<file path="config.mk">
export PLATFORM = sky130hd
export DESIGN_NAME = sram_burst_ctrl
export DESIGN_NICKNAME = d
export VERILOG_FILES = /design/src/rtl/sram_burst_ctrl.sv
export SDC_FILE = /design/constraint.sdc
export NUM_CORES = 1
export LEC_CHECK = 0
export ABC_AREA = 1
export CORE_ASPECT_RATIO = 0.75
export CORE_MARGIN = 2
export CORE_UTILIZATION = 29
export DETAILED_ROUTE_END_ITERATION = 8
export PLACE_DENSITY = 0.81
export SETUP_SLACK_MARGIN = 0.4
export SLEW_MARGIN = 0
export SYNTH_ARGS = -nofsm -noshare
export SYNTH_HDL_FRONTEND = slang
export SYNTH_SLANG_ARGS = --single-unit
export TNS_END_PERCENT = 50
</file>
<file path="constraint.sdc">
create_clock -name clk_i -period 1.9 [get_ports clk_i]
set_input_delay 0.38 -clock clk_i [delete_from_list [all_inputs] [get_ports clk_i]]
set_output_delay 0.38 -clock clk_i [all_outputs]
set_load 0.03 [all_outputs]
</file>
<file path="src/rtl/sram_burst_ctrl.sv">
// rtl/sram_burst_ctrl.sv - Line-burst fill/drain controller driving a single-port sram
module sram_burst_ctrl #(
    parameter int DATA_WIDTH = 32,
    parameter int N_ENTRIES  = 1024,
    parameter int BURST_LEN  = 8,
    localparam int AW = $clog2(N_ENTRIES),
    localparam int LB = $clog2(BURST_LEN)
) (
    input  logic                  clk_i,
    input  logic                  rst_i,

    input  logic                  cmd_valid_i,
    output logic                  cmd_ready_o,
    input  logic                  cmd_we_i,
    input  logic [AW-1:0]         cmd_addr_i,

    input  logic                  wr_valid_i,
    output logic                  wr_ready_o,
    input  logic [DATA_WIDTH-1:0] wr_data_i,

    output logic                  rd_valid_o,
    input  logic                  rd_ready_i,
    output logic [DATA_WIDTH-1:0] rd_data_o,

    output logic                  done_o,

    output logic                  sram_en_o,
    output logic                  sram_we_o,
    output logic [AW-1:0]         sram_addr_o,
    output logic [DATA_WIDTH-1:0] sram_data_o,
    input  logic [DATA_WIDTH-1:0] sram_data_i
);

    typedef enum logic [1:0] {
        IDLE  = 2'd0,
        FILL  = 2'd1,
        DRAIN = 2'd2
    } state_t;

    localparam logic [AW-1:0] LINE_MASK = AW'(BURST_LEN - 1);
    localparam logic [LB:0]   CNT_LAST  = (LB+1)'(BURST_LEN - 1);
    localparam logic [LB:0]   CNT_ONE   = (LB+1)'(1);

    state_t          state;
    logic [AW-1:0]   base;
    logic [LB:0]     beat_cnt;
    logic [LB:0]     issue_cnt;
    logic            rd_valid_q;
    logic            done_q;

    logic            wr_hs;
    logic            rd_hs;
    logic            issue;
    logic [LB-1:0]   line_off;

    assign cmd_ready_o = (state == IDLE);
    assign wr_ready_o  = (state == FILL);
    assign wr_hs       = wr_valid_i && (state == FILL);
    assign rd_hs       = rd_valid_q && rd_ready_i;

    // A read is issued only when the output slot is free or being emptied this cycle;
    // while stalled the sram keeps presenting the last word, so no skid buffer is needed.
    assign issue = (state == DRAIN) && !issue_cnt[LB] && (!rd_valid_q || rd_ready_i);

    // Offset stays within the aligned line: no carry into the base bits.
    assign line_off    = (state == DRAIN) ? issue_cnt[LB-1:0] : beat_cnt[LB-1:0];
    assign sram_addr_o = base | AW'(line_off);

    assign sram_en_o   = wr_hs || issue;
    assign sram_we_o   = wr_hs;
    assign sram_data_o = wr_data_i;

    assign rd_valid_o  = rd_valid_q;
    assign rd_data_o   = sram_data_i;
    assign done_o      = done_q;

    always_ff @(posedge clk_i or posedge rst_i) begin
        if (rst_i) begin
            state      <= IDLE;
            base       <= '0;
            beat_cnt   <= '0;
            issue_cnt  <= '0;
            rd_valid_q <= 1'b0;
            done_q     <= 1'b0;
        end else begin
            done_q <= 1'b0;
            case (state)
                IDLE: begin
                    if (cmd_valid_i) begin
                        base      <= cmd_addr_i & ~LINE_MASK;
                        beat_cnt  <= '0;
                        issue_cnt <= '0;
                        state     <= cmd_we_i ? FILL : DRAIN;
                    end
                end
                FILL: begin
                    if (wr_hs) begin
                        beat_cnt <= beat_cnt + CNT_ONE;
                        if (beat_cnt == CNT_LAST) begin
                            state  <= IDLE;
                            done_q <= 1'b1;
                        end
                    end
                end
                DRAIN: begin
                    if (issue) begin
                        issue_cnt <= issue_cnt + CNT_ONE;
                    end
                    if (issue) begin
                        rd_valid_q <= 1'b1;
                    end else if (rd_hs) begin
                        rd_valid_q <= 1'b0;
                    end
                    if (rd_hs) begin
                        beat_cnt <= beat_cnt + CNT_ONE;
                        if (beat_cnt == CNT_LAST) begin
                            state  <= IDLE;
                            done_q <= 1'b1;
                        end
                    end
                end
                default: state <= IDLE;
            endcase
        end
    end

endmodule

</file>
==> results of run 1 <==
==> area by class of cell <==
cell class                      instances  area, um^2  area share [%]
Clock buffer                            4        45.0            2.70
Inverter                               19        76.3            4.58
Timing Repair Buffer                   36         352            21.1
Tap cell                               75        93.8            5.63
Sequential cell                        19         477            28.6
Multi-Input combinational cell         91         624            37.4
==> cell families after synthesis <==
logic type / count (synthesis) / share of synthesized area [%]
buffers and inverters: 83 / 35.4
and+or+nand+nor: 69 / 19.8
DFF: 19 / 30.5
AOI/OAI and AO/OA: 7 / 2.97
muxes: 7 / 5.06
adders and majority gates: 7 / 5.63
xor gates and xnor gates: 1 / 0.563
==> where the power goes <==
part           internal [uW]  switching (uW)
Combinational            655             939
Sequential               549             120
Clock                    149             140
Total                   1350            1200
==> layer usage <==
metal  routed length [um]  global-route usage (%)
met3                  272                    4.65
met5                    0                       0
met2                 1270                    14.6
met4                   14                    3.03
met1                 1350                    12.5
==> how the worst max path moves through the flow <==
stage          cells past startpoint             end                 start  slack (ps)
2_1_floorplan                      3  sram_addr_o[2]  state[0]$_DFFE_PP0P_         360
3_3_place_gp                       3     cmd_ready_o  state[1]$_DFFE_PP0P_         140
3_5_place_dp                       3     cmd_ready_o  state[1]$_DFFE_PP0P_         130
4_1_cts                            5  sram_addr_o[0]  state[1]$_DFFE_PP0P_         170
5_1_grt                            7       sram_en_o  state[0]$_DFFE_PP0P_         130
6_report                           7       sram_en_o  state[0]$_DFFE_PP0P_         200
==> cell usage in the layout, fill, tap and decap left out, types with 2 or more instances in the layout <==
master / n
o21ai_0: 3
buf_4: 5
nor2_1: 3
inv_1: 14
nand3_1: 7
nor2_4: 4
dfrtp_1: 18
nand2_4: 4
nand2_2: 5
nand4_1: 3
nand2_1: 41
dlygate4sd2_1: 7
ha_1: 4
a21oi_4: 2
inv_2: 4
buf_6: 10
clkbuf_8: 3
clkdlybuf4s50_1: 14
mux2_2: 7
ha_4: 2
==> critical path, cell delays in order, from the launching register on <==
cell and delay [ps]:
dfrtp_1 410, inv_2 80, ha_4 180, inv_6 70, nor2_4 100, nand2_4 60, nand2_2 50, buf_6 120
==> what timing repair did <==
| action | CTS | global route |
|---|---|---|
| endpoints found under the setup margin | 29 | 26 |
| gates cloned | 0 | 0 |
| pin swaps | 3 | 3 |
| gates resized for setup | 35 | 18 |
| setup buffers | 5 | 0 |
==> registers in the layout, indices dropped and copies added, names as in the netlist <==
| register | flops |
|---|---|
| issue_cnt | 4 |
| beat_cnt | 4 |
| done_o | 1 |
| rd_valid_o | 1 |
| state | 2 |
| base | 7 |
==> stage by stage <==
step                std cells  instance area (um^2)  setup WS [ps]
floorplan                 193                  1580            357
global placement          235                  1480            137
detailed placement        235                  1480            130
CTS                       244                  1630            174
global route              244                  1670            127
finish                    244                  1670            197
==> results by group, run 1 <==
Clocking
  – CTS H-tree lvls: 1
  – Clock buffer count from CTS: 3
  – Hold bufs inserted after CTS: 0
  – Root Driver: clkbuf_8
  – Maximum buffer depth of the clock tree: 2
  – TritonCTS Sinks: 19
  – Clock-pin slew on the worst setup and hold paths: 80 ps
  – Clk_lat worst skew: approximately 250 ps
  – Clock tree from TritonCTS: done

Worst setup path
  – Crit Path Category: reg2out
  – Register-to-Register Path Depth: 9
  – Worst reg-to-reg setup slack: about 450 ps
  – Req. time, crit path: around 1500 ps
  – Category of the worst setup path launch point: register
  – CP Capture Type: primary output
  – Critical register-to-register path endpoint: beat_cnt[1]$_DFFE_PP0P_
  – Arrival time of data at the critical path endpoint: roughly 1300 ps
  – Reg-to-reg critical path startpoint: state[1]$_DFFE_PP0P_
  – Worst-path fanout max: 8

Global routing
  – Global Route Usage Sum: 9.77%
  – Number of antenna violations at the first check in global routing: 0
  – Total congestion overflow after global routing: 0
  – Largest net degree at the start of global routing: 20
  – First-pass GRT wire length: between 4 and 5 mm
  – Number of global-route vias before repair: roughly 900

Synthesis
  – Mapped Cells: slightly below 200
  – Register area share after synthesis: 30.5%
  – Most area-consuming cells after synthesis: buf_4 31%, dfrtp_1 31%, nand2_1 11%, ha_1 5.6%, mux2_2 5.1%
  – Most common cell in the netlist: buf_4
  – Flops & latches, synth: 19
  – Synthesized area per cell: a little over 8 um^2
  – Number of warnings printed during yosys synthesis: 0
  – Library cells used by synthesis: 19
  – Number of enable flip-flop cells after synthesis: 0
  – Mapped Area: 1560 um^2
  – Cell types with the highest counts after synthesis: 64 x buf_4, 47 x nand2_1, 19 x dfrtp_1
  – Syn nets: 280
  – Area share of the leading cell type in the synthesized netlist: a little under a third
  – Share of flip-flops with an asynchronous set or reset: between 90% and 100%
  – Predominant post-synthesis flop cell: dfrtp_1
  – Area leader, netlist: buf_4

Finish
  – Synthesis-to-finish area growth: 7.15%
  – Filler cell count in the final layout: around 550
  – Ratio of cells with drive above 1 in the final layout: a little under 30%
  – Antenna diode count: 0
  – Layout Nets: between 200 and 300
  – Fraction of the core area covered by cells at the end of the flow: approximately a third

Job
  – Count of max-cap constraint violations: 0

Route
  – DRC violation count after routing: 0
  – Via density per instance: 4.15
  – Number of vias in the routed layout: 1,013
  – Count of routing violations after the opening detailed-route iteration: 27
  – Number of search-and-repair iterations in the first detailed-routing pass: 4
  – Drt total wl: slightly below 3 mm
  – Routed WL per cell: ~12 um
  – Routed Antenna Nets: 0

Die
  – Die Ht: roughly 67 um
  – Area of the die: ~6000 um^2
  – Site row count: 23
  – Area inside the core boundary: around 5300 um^2
  – Die width: between 80 and 90 um
  – Number of placed I/O pins: 160
  – Initial Utilization: between 20% and 30%

Power and ir drop
  – Worst voltage drop across the vdd grid: roughly 0.37 mV
  – Sum of internal, switching and leakage power: between 2000 and 3000 uW
  – Leakage: between 0.0008 and 0.0009 uW
  – P per Cell Area: between 1500 and 2000 nW/um^2

Timing
  – Setup Skew: between 3 and 4 ps
  – Crit path time final: 1700 ps
  – Final sum of negative setup slack: 0 ps
  – Transition time of the tightest slew-check pin: around 320 ps
  – Number of max-slew violations in the final report: 0
  – Final worst path period share: 89.6%
  – Worst slew margin relative to its limit: 78.4%
  – Setup repair after global routing missed its margin: true
  – Hold_ws: between 400 and 500 ps
  – Max Freq: between 500 and 600 MHz
  – Hold Vio Cnt, Final: 0
  – Total of endpoints with negative setup slack in the final report: 0

Outcome
  – Result of the run: completed

Place
  – Hpwl dp: around 2.1 mm
  – Port bufs: 28
  – Last weighted congestion value of the routability-driven placer: 0.805

Min path
  – Type of the most critical hold path: in2async
Note: power is estimated with default switching activity, not from simulation.
==> run 2: changes to the inputs <==
- CORE_UTILIZATION: 29 -> 30
- CTS_BUF_LIST: unset -> sky130_fd_sc_hd__clkbuf_8
- CTS_CLUSTER_SIZE: unset -> 8
- PLACE_DENSITY: 0.81 -> 0.83
- clock period: 1.9 -> 1.6 ns (I/O delays scaled with it)
==> run 2 against run 1 <==
Net effect: the flow now finishes with violations (setup timing); clock skew is 4.1 ps higher; combinational power is 40% higher; critical path depth is 3 lower; final cell count is 4.1% lower; count of clock-buffer cells in the layout is 1 lower; critical endpoint is now sram_addr_o[2].
==> results by group, run 2 (synthesized netlist as in run 1, its figures left out) <==
Outcome
  – Result of the run: finished with violations (was completed)
  – Violations in the final reports: setup timing

Timing
  – Max Freq: about 610 MHz
  – Worst slew margin relative to its limit: 82.6% (was 78.4%)
  – Number of max-slew violations in the final report: 0 (unchanged)
  – Final worst path period share: 103%
  – Setup Skew: 7.45 ps (was 3.37 ps)
  – Setup repair after global routing missed its margin: true (unchanged)
  – Crit path setup slack, layout: -46.2 ps (was 197 ps)
  – Total of endpoints with negative setup slack in the final report: 5 (was 0)
  – Transition time of the tightest slew-check pin: 261 ps (was 325 ps)
  – Hold Vio Cnt, Final: 0 (unchanged)
  – Crit path time final: approximately 1600 ps
  – Final sum of negative setup slack: -159 ps (was 0 ps)

Clocking
  – Maximum buffer depth of the clock tree: 2 (unchanged)
  – CTS H-tree lvls: 1 (unchanged)
  – Root Driver: clkbuf_8 (unchanged)
  – Clock-pin slew on the worst setup and hold paths: 80 ps (about the same)
  – TritonCTS Sinks: 19 (unchanged)
  – Clock buffer count from CTS: 3 (unchanged)
  – Clock tree from TritonCTS: done (unchanged)
  – Clk_lat worst skew: 260 ps (was 250 ps)
  – Hold bufs inserted after CTS: 0 (unchanged)

Job
  – Count of max-cap constraint violations: 0 (unchanged)

Finish
  – Highest-count cells in the layout ignoring fill and taps: 35 x nand2_1, 18 x dfrtp_1, 14 x inv_1, 12 x clkdlybuf4s50_1, 11 x buf_4 (was 41 x nand2_1, 18 x dfrtp_1, 14 x inv_1, 14 x clkdlybuf4s50_1, 10 x buf_6)
  – Layout Nets: 262 (was 257)
  – Storage cell area: 477 um^2 (unchanged)
  – Largest registers in the final layout: base: 7 flops, beat_cnt: 4 flops, issue_cnt: 4 flops (unchanged)
  – Most common cell after layout, fill and taps aside: nand2_1 (unchanged)
  – Filler cell count in the final layout: 489 (was 548)
  – Synthesis-to-finish area growth: 12.1% (was 7.15%)
  – Antenna diode count: 0 (unchanged)
  – Final non-filler cell area: 1740 um^2 (was 1670 um^2)
  – Reg with most FFs: base (unchanged)
  – Ratio of cells with drive above 1 in the final layout: 41.4% (was 29.6%)
  – Number of flip-flops under the largest register name: 7 (unchanged)
  – Area taken by multi-input logic gates: 701 um^2 (was 624 um^2)

Global routing
  – First-pass GRT wire length: 4.78 mm (was 4.44 mm)
  – Number of antenna violations at the first check in global routing: 0 (unchanged)
  – Total congestion overflow after global routing: 0 (unchanged)
  – Global Route Usage Sum: 10.7% (was 9.77%)
  – Largest net degree at the start of global routing: 20 (unchanged)
  – Number of global-route vias before repair: 1,046 (was 904)

Route
  – DRC violation count after routing: 0 (unchanged)
  – Routed WL per cell: 13.1 um (was 11.9 um)
  – Routed Antenna Nets: 0 (unchanged)
  – Drt total wl: 3.06 mm (was 2.92 mm)
  – Number of search-and-repair iterations in the first detailed-routing pass: 4 (unchanged)
  – Via density per instance: 4.56 (was 4.15)
  – Count of routing violations after the opening detailed-route iteration: 28 (was 27)
  – Number of vias in the routed layout: 1,068 (was 1,013)

Worst setup path
  – Crit Path Category: reg2out (unchanged)
  – Arrival time of data at the critical path endpoint: 1330 ps (was 1320 ps)
  – Category of the worst setup path launch point: register (unchanged)
  – CP Capture Type: primary output (unchanged)
  – Worst reg-to-reg setup slack: 50 ps (was 450 ps)
  – Register-to-Register Path Depth: 11 (was 9)
  – Worst-path fanout max: 4 (was 8)
  – Critical register-to-register path endpoint: beat_cnt[1]$_DFFE_PP0P_ (unchanged)
  – Req. time, crit path: 1280 ps (was 1520 ps)
  – Reg-to-reg critical path startpoint: state[0]$_DFFE_PP0P_ (was state[1]$_DFFE_PP0P_)

Place
  – Pre-CTS worst setup slack: 21.6 ps (was 130 ps)
  – Port bufs: 28 (unchanged)
  – Last weighted congestion value of the routability-driven placer: 0.791 (was 0.805)
  – Hpwl dp: 2.13 mm (was 2.05 mm)
  – Total cell area at the placement stage: 1530 um^2 (was 1480 um^2)

Die
  – Number of placed I/O pins: 160 (unchanged)
  – Die Ht: 66.4 um (was 67.4 um)
  – Die width: 87.2 um (was 88.6 um)
  – Initial Utilization: 31.4% (was 29.6%)
  – Area of the die: 5790 um^2 (was 5980 um^2)
  – Area inside the core boundary: 4950 um^2 (was 5270 um^2)
  – Site row count: 22 (was 23)

Min path
  – Type of the most critical hold path: in2async (unchanged)

Power and ir drop
  – Worst voltage drop across the vdd grid: 0.595 mV (was 0.367 mV)
  – Leakage: 0.000872 uW (was 0.000807 uW)
  – Sum of internal, switching and leakage power: 3360 uW (was 2550 uW)
  – P per Cell Area: 1930 nW/um^2 (was 1530 nW/um^2)
run 2: changes by cell type in the layout (fill, tap and decap cells not counted), moves of 6 or more:
cell           change
mux2_4             +7
mux2_2             -7
nand2_1            -6
dlygate4sd2_1      -7
buf_4              +6
buf_2              +9
run 2: worst max-delay path, cell delays in order (launching register included):
cell     delay [ps]
dfrtp_2         450
ha_4            210
buf_4           140
o21ai_2         130
buf_6           140
run 2: worst max path at each step:
stage                               startpoint                       to  slack, ps  cells after the start
final                     state[1]$_DFFE_PP0P_           sram_addr_o[2]        -50                      4
after detailed placement           cmd_valid_i  beat_cnt[3]$_DFFE_PP0P_         20                      8
after global placement             cmd_valid_i  beat_cnt[3]$_DFFE_PP0P_         50                      8
after global routing      state[0]$_DFFE_PP0P_                sram_en_o       -110                      7
after CTS                 state[1]$_DFFE_PP0P_           sram_addr_o[0]        -40                      5
after floorplan           state[0]$_DFFE_PP0P_                sram_en_o        250                      6
run 2: cell type report:
cell class / count / area share (%)
multi-input combinational: 91 / 40.2
sequential: 19 / 27.3
timing repair buffer: 41 / 21.0
inverter: 19 / 4.52
tap: 60 / 4.30
clock buffer: 3 / 2.37
clock inverter: 1 / 0.287
run 2: report_power, final:
part           switching, uW  internal, uW
Sequential               150           652
Combinational           1240           979
Clock                    167           173
run 2: metrics by stage:
stage	hold WS (ps)	cells	utilization, %
after detailed placement	491	220	31.0
after CTS	407	232	34.2
after global placement	485	220	31.0
after floorplan	271	193	-
final	393	234	35.2
after global routing	401	234	35.2
run 2: timing repair:
action,in CTS,in global routing
pin swaps,15,11
buffers inserted,8,2
resized for setup,71,8
endpoints found under the setup margin,34,27
run 2: layer usage:
metal | GRT usage, % | wire length, um | up-vias
li1 | - | - | 497
met1 | 11.9 | 1280 | 523
met2 | 18.3 | 1470 | 44
met3 | 6.24 | 291 | 4
met4 | 1.54 | 17 | 0
met5 | 0 | 0 | -
